===== config.mk =====
export PLATFORM = sky130hd
export DESIGN_NAME = instr_fetch_unit
export DESIGN_NICKNAME = d
export VERILOG_FILES = /design/src/rtl/mips_pkg.sv /design/src/rtl/pc_next_calc.sv /design/src/rtl/instr_fetch_unit.sv
export SDC_FILE = /design/constraint.sdc
export NUM_CORES = 1
export LEC_CHECK = 0
export ABC_AREA = 1
export CORE_ASPECT_RATIO = 1.1
export CORE_UTILIZATION = 50
export CTS_CLUSTER_DIAMETER = 100
export DETAILED_ROUTE_END_ITERATION = 10
export DONT_BUFFER_PORTS = 1
export HOLD_SLACK_MARGIN = 0.02
export PLACE_DENSITY = 0.76
export SYNTH_ARGS = -nofsm -noshare
export SYNTH_HDL_FRONTEND = slang
export SYNTH_HIERARCHICAL = 1
export SYNTH_SLANG_ARGS = --single-unit
export TNS_END_PERCENT = 10

===== constraint.sdc =====
create_clock -name clk -period 6.9 [get_ports clk]
set_input_delay 1.035 -clock clk [delete_from_list [all_inputs] [get_ports clk]]
set_output_delay 1.035 -clock clk [all_outputs]
set_load 0.02 [all_outputs]

===== src/rtl/mips_pkg.sv =====
// Shared opcode constants and the fetch-state encoding for the instruction front end.
package mips_pkg;
  localparam logic [5:0] OPC_RTYPE  = 6'h00;
  localparam logic [5:0] OPC_ADDI   = 6'h08;
  localparam logic [5:0] OPC_LW     = 6'h23;
  localparam logic [5:0] OPC_SW     = 6'h2B;
  localparam logic [5:0] OPC_LH     = 6'h21;
  localparam logic [5:0] OPC_LHU    = 6'h25;
  localparam logic [5:0] OPC_BEQ    = 6'h04;
  localparam logic [5:0] OPC_BUBBLE = 6'h3F;

  typedef enum logic [1:0] {
    REQ_IDLE,
    REQ,
    ISSUE
  } fetch_state_t;
endpackage


===== src/rtl/pc_next_calc.sv =====
// Combinational next-PC: pc+4, or pc+4 plus the sign-extended word offset when a branch is taken.
// All arithmetic wraps modulo 2^PC_W.
module pc_next_calc #(
  parameter int PC_W = 32
) (
  input  logic [PC_W-1:0] pc_i,
  input  logic            branch_taken_i,
  input  logic [15:0]     branch_offset_i,
  output logic [PC_W-1:0] pc_plus4_o,
  output logic [PC_W-1:0] pc_next_o
);
  logic [PC_W-1:0] br_disp;

  // Sign-extend first, then scale the word offset to bytes.
  assign br_disp    = {{(PC_W-18){branch_offset_i[15]}}, branch_offset_i, 2'b00};
  assign pc_plus4_o = pc_i + PC_W'(4);
  assign pc_next_o  = branch_taken_i ? (pc_plus4_o + br_disp) : pc_plus4_o;
endmodule


===== src/rtl/instr_fetch_unit.sv =====
// Instruction fetch: req/ack fetch from imem, holds one instruction for decode, applies taken branches.
// Optional ack-wait timeout with sticky fetch_err is built when IMEM_TIMEOUT_EN is defined.
module instr_fetch_unit
  import mips_pkg::*;
#(
  parameter int              PC_W        = 32,
  parameter logic [PC_W-1:0] RESET_PC    = '0,
  parameter int              TIMEOUT_CYC = 16
) (
  input  logic            clk,
  input  logic            reset,
  output logic            imem_req,
  output logic [PC_W-1:0] imem_addr,
  input  logic            imem_ack,
  input  logic [31:0]     imem_rdata,
  input  logic            stall,
  input  logic            branch_taken,
  input  logic [15:0]     branch_offset,
  output logic [31:0]     instr,
  output logic            instr_valid,
  output logic [5:0]      next_opCode,
  output logic [PC_W-1:0] pc,
  output logic [PC_W-1:0] pc_plus4,
  output logic            fetch_err
);
  localparam logic [PC_W-1:0] RESET_PC_W = {RESET_PC[PC_W-1:2], 2'b00};

  if (TIMEOUT_CYC < 1) begin : g_bad_timeout
    $error("TIMEOUT_CYC must be at least 1");
  end

  fetch_state_t    state_q, state_d;
  logic [PC_W-1:0] pc_q, pc_next;
  logic [31:0]     instr_q;
  logic            timeout_hit;

  pc_next_calc #(.PC_W(PC_W)) u_pc_next (
    .pc_i            (pc_q),
    .branch_taken_i  (branch_taken),
    .branch_offset_i (branch_offset),
    .pc_plus4_o      (pc_plus4),
    .pc_next_o       (pc_next)
  );

  always_ff @(posedge clk or negedge reset) begin
    if (!reset) state_q <= REQ_IDLE;
    else        state_q <= state_d;
  end

  always_comb begin
    state_d = state_q;
    case (state_q)
      REQ_IDLE: state_d = REQ;
      REQ: begin
        if (imem_ack)         state_d = ISSUE;
        else if (timeout_hit) state_d = REQ_IDLE;
      end
      ISSUE:    if (!stall) state_d = REQ;
      default:  state_d = REQ_IDLE;
    endcase
  end

  always_comb begin
    imem_req    = 1'b0;
    imem_addr   = '0;
    instr_valid = 1'b0;
    case (state_q)
      REQ: begin
        imem_req  = 1'b1;
        imem_addr = pc_q;
      end
      ISSUE:   instr_valid = 1'b1;
      default: ;
    endcase
  end

  // Branch is only consumed on the cycle the held instruction actually leaves ISSUE.
  always_ff @(posedge clk or negedge reset) begin
    if (!reset) begin
      pc_q    <= RESET_PC_W;
      instr_q <= '0;
    end else begin
      if (state_q == REQ && imem_ack) instr_q <= imem_rdata;
      if (state_q == ISSUE && !stall) pc_q    <= pc_next;
    end
  end

  assign instr       = instr_q;
  assign pc          = pc_q;
  assign next_opCode = instr_valid ? instr_q[31:26] : OPC_BUBBLE;

`ifdef IMEM_TIMEOUT_EN
  localparam int WAIT_W = $clog2(TIMEOUT_CYC + 1);

  logic [WAIT_W-1:0] wait_q;
  logic              err_q;

  assign timeout_hit = (state_q == REQ) && !imem_ack && (wait_q == WAIT_W'(TIMEOUT_CYC - 1));

  always_ff @(posedge clk or negedge reset) begin
    if (!reset) begin
      wait_q <= '0;
      err_q  <= 1'b0;
    end else begin
      if (state_q != REQ || imem_ack || timeout_hit) wait_q <= '0;
      else                                           wait_q <= wait_q + 1'b1;
      if (timeout_hit) err_q <= 1'b1;
    end
  end

  assign fetch_err = err_q;
`else
  assign timeout_hit = 1'b0;
  assign fetch_err   = 1'b0;
`endif
endmodule


Yosys cells after proc, flatten, opt, wreduce, memory -nomap -nowiden
Cells that the tools add are included.

word-level totals
  bits in registers = 66
  bits of input ports = 53
  output and inout port bits = 137
  logic and storage cells = 22

operators by class
  add/subtract/negate cells = 2
  eq/ne operators = 4
  muxes and demuxes = 8
  reductions and logical operators = 5

operators with widths
  kind                                                                   number
  32-bit 2-to-1 mux                                                      2
  32-bit by 3-bit adder with 32-bit output, second input constant        1
  32-bit adder                                                           1
  6-bit 2-to-1 mux                                                       1
  2-bit case mux with 3 select lines                                     1
  2-bit 2-to-1 mux                                                       2
  2-bit != test, second input constant                                   2
  2-bit by 1-bit equality test with 1-bit output, second input constant  1
  2-bit equality test, second input constant                             1
  1-bit logical AND                                                      2
  2-bit zero test                                                        1
  1-bit 2-to-1 mux                                                       2
  2-bit AND reduction                                                    1
  1-bit zero test                                                        1

Logic depth before layout (Yosys ltp)
  word-level depth = 3
  mapped depth = 25
  mapped depth without buffers = 25

Cells and area by module
Netlist, hierarchy kept.

modules (own cells, without submodules)
  module            times used  cells each  area each (um^2)  seq. area each (um^2)
  pc_next_calc      1           661         3374.5            0.0
  instr_fetch_unit  1           380         3121.7            1651.6

Worst setup path after synthesis
OpenSTA, ideal clock, no wires.

  kind = register to register
  start point = register pc_q[2] (netlist: pc[2])
  end point = register pc_q[29] (netlist: pc[29])
  setup time = 118 ps
  arrival time = 2952 ps
  data required time = 6782 ps
  slack = 3831 ps
  stages on the path, launching flop included = 20
  buffers on the path = 0
  period minus slack after synthesis = 3069 ps
  cell sequence = dfrtp_1 ha_1 nand2_1 inv_2 nand2_2 nor2_4 inv_2 nor2_1 xor2_1 ha_1 a21oi_1 nor2_1 nor2_1 nand2_1 a21oi_1 nand3_1 nand3_1 nand2_1 nand4_1 nand2_1

between the ends
  word-level cells in the longest chain between the ends = 3

ends and longest elaborated chain
  item                                      RTL line                RTL
  start: declaration                        instr_fetch_unit.sv:33  logic [PC_W-1:0] pc_q, pc_next;
  start signal: assignment                  instr_fetch_unit.sv:84  if (state_q == ISSUE && !stall) pc_q <= pc_next;
  32-bit by 3-bit adder with 32-bit output  pc_next_calc.sv:16      assign pc_plus4_o = pc_i + PC_W'(4);
  named net pc_plus4[18]                    instr_fetch_unit.sv:23  output logic [PC_W-1:0] pc_plus4,
  32-bit adder                              pc_next_calc.sv:17      assign pc_next_o = branch_taken_i ? (pc_plus4_o + br_disp) : pc_plus4_o;
  32-bit 2-to-1 mux                         pc_next_calc.sv:17
  named net pc_next[29]                     instr_fetch_unit.sv:33

The timed path passes the listed nets, and every way through them passes these cells.
A chain may end at the register's enable or synchronous reset.

Worst setup path after layout
  start point = register pc_q[2] (netlist: pc[2])
  end point = register pc_q[25] (netlist: pc[25])

Same word-level chain as after synthesis.

==> results.md <==
- Status: completed
- WL/cell: 16.40 um
- Crit path largest cell delay: 0.62 ns
- I/O Buffers: 0
- Hold buffer count at CTS: 0
- Chip height: 121.5 um
- Sw power: 1.845 mW
- Layout Nets: 1103
- Endpoints failing setup: 0
- Syn Nets: 1131
- Warnings from Yosys: 6
- Post-CTS Setup Repair Bufs: 0
- Critical path's slowest cell: xor2_1
- Post-synth top cells: 396 x nand2_1, 139 x inv_1, 89 x nor2_1, 74 x nand4_1, 66 x dfrtp_1
- Crit-path max FO: 6
- Number of global-route vias before repair: 5929
- Area growth syn-to-layout: 4.391%
- DRC viols: 0
- Startpoint Class: flop
- Pwr Density: 475.3 mW/mm^2
- Largest net degree at the start of global routing: 67
- Post-Syn Instances: 1041
- Clock share of power: between 10% and 20%
- Number of enable flip-flop cells after synthesis: 0
- Top Ports: 190
- Initial antenna violation count: 0
- Final Wtd Congestion: roughly 0.96
- Cell Chain, Critical Path: ha_1, nand2_1, inv_2, nand2_2, nor2_4, inv_2, nor2_1, xor2_1, ha_1, a21oi_1, o21ai_0, a21oi_1, nand3_1, nand2_1, nand3_1, nand2_1, nand4_1, nand2_1
- Fmax: roughly 270 MHz
- Site Rows: 43
- Synthesized area: between 0.006 and 0.007 sq mm
- Combinational power share: 53.1%
- Largest area contributor in the netlist: dfrtp_1
- Global-route wire length before repair: 30680 um
- Synth Register Bits: 66
- Distinct cells, synth: 40
- Vias per cell: 5.483
- Slew Viols, Final: 0
- Sw Ratio: 57.25%
- Total congestion overflow: 0
- Post_cts resized: 0
- GRT Overall Usage: 28.62%
- Top-area cell type share of the netlist area: 25.42%
- Core ar.: 0.01264 sq mm
- Max-capacitance violation count: 0
- Most frequent CP cell: nand2_1
- Routed WL: 19270 um
- CTS root buffer: clkbuf_16
- Leakage: 3.746 nW
- Die area: 0.01345 sq mm
- Detailed Route Iter0 Violations: 644
- Via Count: 6442
- Fin util: between 50% and 60%
- Data required, critical path: 7.16 ns
- Peak VDD IR: between 0.2 and 0.3 mV
- # diodes: 0
- Detailed-placement wirelength estimate: 14550 um
- Worst skew pair latency: 0.33 ns
- Clk_skew: between 0.007 and 0.008 ns
- Worst Tran Pin Value: about 1.2 ns
- Chip width: 110.7 um
- Clk buf depth: 2
- Drt first pass iters: 7
- Reg power frac: 31.4%
- Avg Cell Area, Syn: 6.240 sq um
- Setup TNS Final: 0 ns
- Min-delay worst type: primary input to asynchronous set/reset pin
- Critical Path AT: 4.03 ns
- Reg clk slew, reported paths: 0.06 ns
- CTS tree: done
- CTS buffer count: 9
- Initial Util: 51.38%
- Layout cells sized above 1: 5.599%
- WS Path Type: flop to flop
- Fin crit period: roughly 3.8 ns
- Period utilization: 54.55%
- Most frequent cell after synthesis: nand2_1
- FFs w/ async S/R, synth: 100.0%
- H-tree depth: 3
- P_int: about 1.4 mW
- Crit end category: flop
- RSZ-0062 raised after global routing: no
- Hold Vio Cnt, Final: 0
- Primary FF master, synth: dfrtp_1
- Relative slew slack: between 20% and 30%
- Sequential-to-total area share from yosys stat: 25.42%
- Synth area leaders: dfrtp_1 25%, nand2_1 23%, inv_1 8.0%, nand4_1 7.1%, ha_1 6.9%
- Clock Sinks: 66
- Routed Antenna Nets: 0
==> stage by stage <==
| step | setup slack, ns | power [mW] | cells | hold WS (ns) | instance area (sq um) |
|---|---|---|---|---|---|
| floorplan | 3.831 | 2.353 | 1041 | 0.5783 | 6496 |
| global placement | 3.210 | 2.687 | 1159 | 0.6016 | 6452 |
| detailed placement | 3.185 | 2.709 | 1159 | 0.6046 | 6452 |
| CTS | 3.162 | 3.218 | 1175 | 0.3903 | 6782 |
| global route | 2.830 | 3.487 | 1175 | 0.3894 | 6782 |
| finish | 3.136 | 3.223 | 1175 | 0.4038 | 6782 |
==> power by group through the flow <==
stage	registers, mW	logic (mW)	clock network (mW)
4_1_cts	1.01	1.70	0.508
6_report	1.01	1.71	0.499
3_5_place_dp	1.02	1.69	0
2_1_floorplan	0.912	1.44	0
5_1_grt	1.04	1.92	0.525
3_3_place_gp	1.01	1.67	0
==> placed cells by master, fill, tap and decap left out, drive strengths merged, types with 2 or more instances in the layout <==
cell type	instances
xnor2	20
nand3	58
o21bai	4
nand3b	7
nand2	402
buf	2
clkinv	5
o21ai	26
dfrtp	66
xor2	13
inv	149
ha	36
or2	2
nand4	75
clkbuf	10
a21o	3
a21oi	23
bufinv	2
nor3	10
nor2	100
==> logic make-up (layout without fill, tap and decap cells) <==
| kind of cell | Yosys count | in the layout | share of synthesized area [%] |
|---|---|---|---|
| AO/OA/AOI/OAI | 57 | 57 | 4.680 |
| XOR/XNOR | 33 | 33 | 4.796 |
| adder cells (fa/ha/maj) | 37 | 37 | 7.242 |
| buffers and inverters | 192 | 169 | 12.77 |
| flip-flops | 66 | 66 | 25.42 |
| other | 1 | 1 | 0.05773 |
| AND/OR/NAND/NOR | 655 | 655 | 45.03 |
==> worst max-delay path, delay by kind of cell (launching register included) <==
kind                       cells  cell delay, ns
and+or+nand+nor               10            0.96
AOI/OAI and AO/OA              3            0.75
adders and majority gates      2            0.68
xor gates and xnor gates       1            0.62
DFF                            1            0.52
buffers and inverters          2            0.16
==> final timing paths <==
path / startpoint / end / slack (ns) / depth (start not counted)
worst min register to register: instr[14] / instr[14] / 0.62 / 2
worst max-delay path: pc[2] / pc[25] / 3.14 / 18
worst max register to register: pc[2] / pc[25] / 3.14 / 18
min in group clk: instr[14] / instr[14] / 0.62 / 2
worst min-delay path: reset / pc[29] / 0.40 / 0
max in group asynchronous: reset / instr[30] / 6.39 / 0
==> per-layer routing <==
layer  track usage (%)  vias to the layer above  wire length, um
li1                  -                     3225                -
met1             36.88                     2897             8188
met2             47.24                      278             8930
met3             6.567                       42             1649
met4             10.17                        0              505
met5                 0                        -                0
==> state kept, by name, summed over array words and instances (netlist names) <==
name     count
state_q      2
pc          32
instr       32
==> area by class of cell <==
class / instances / area [sq um]
fill: 1313 / 5862
clock buffer: 10 / 239.0
sequential: 66 / 1652
multi-input combinational: 783 / 4015
clock inverter: 6 / 90.09
tap: 157 / 196.4
timing repair buffer: 2 / 15.01
inverter: 151 / 574.3
(Power assumes the default switching activity.)
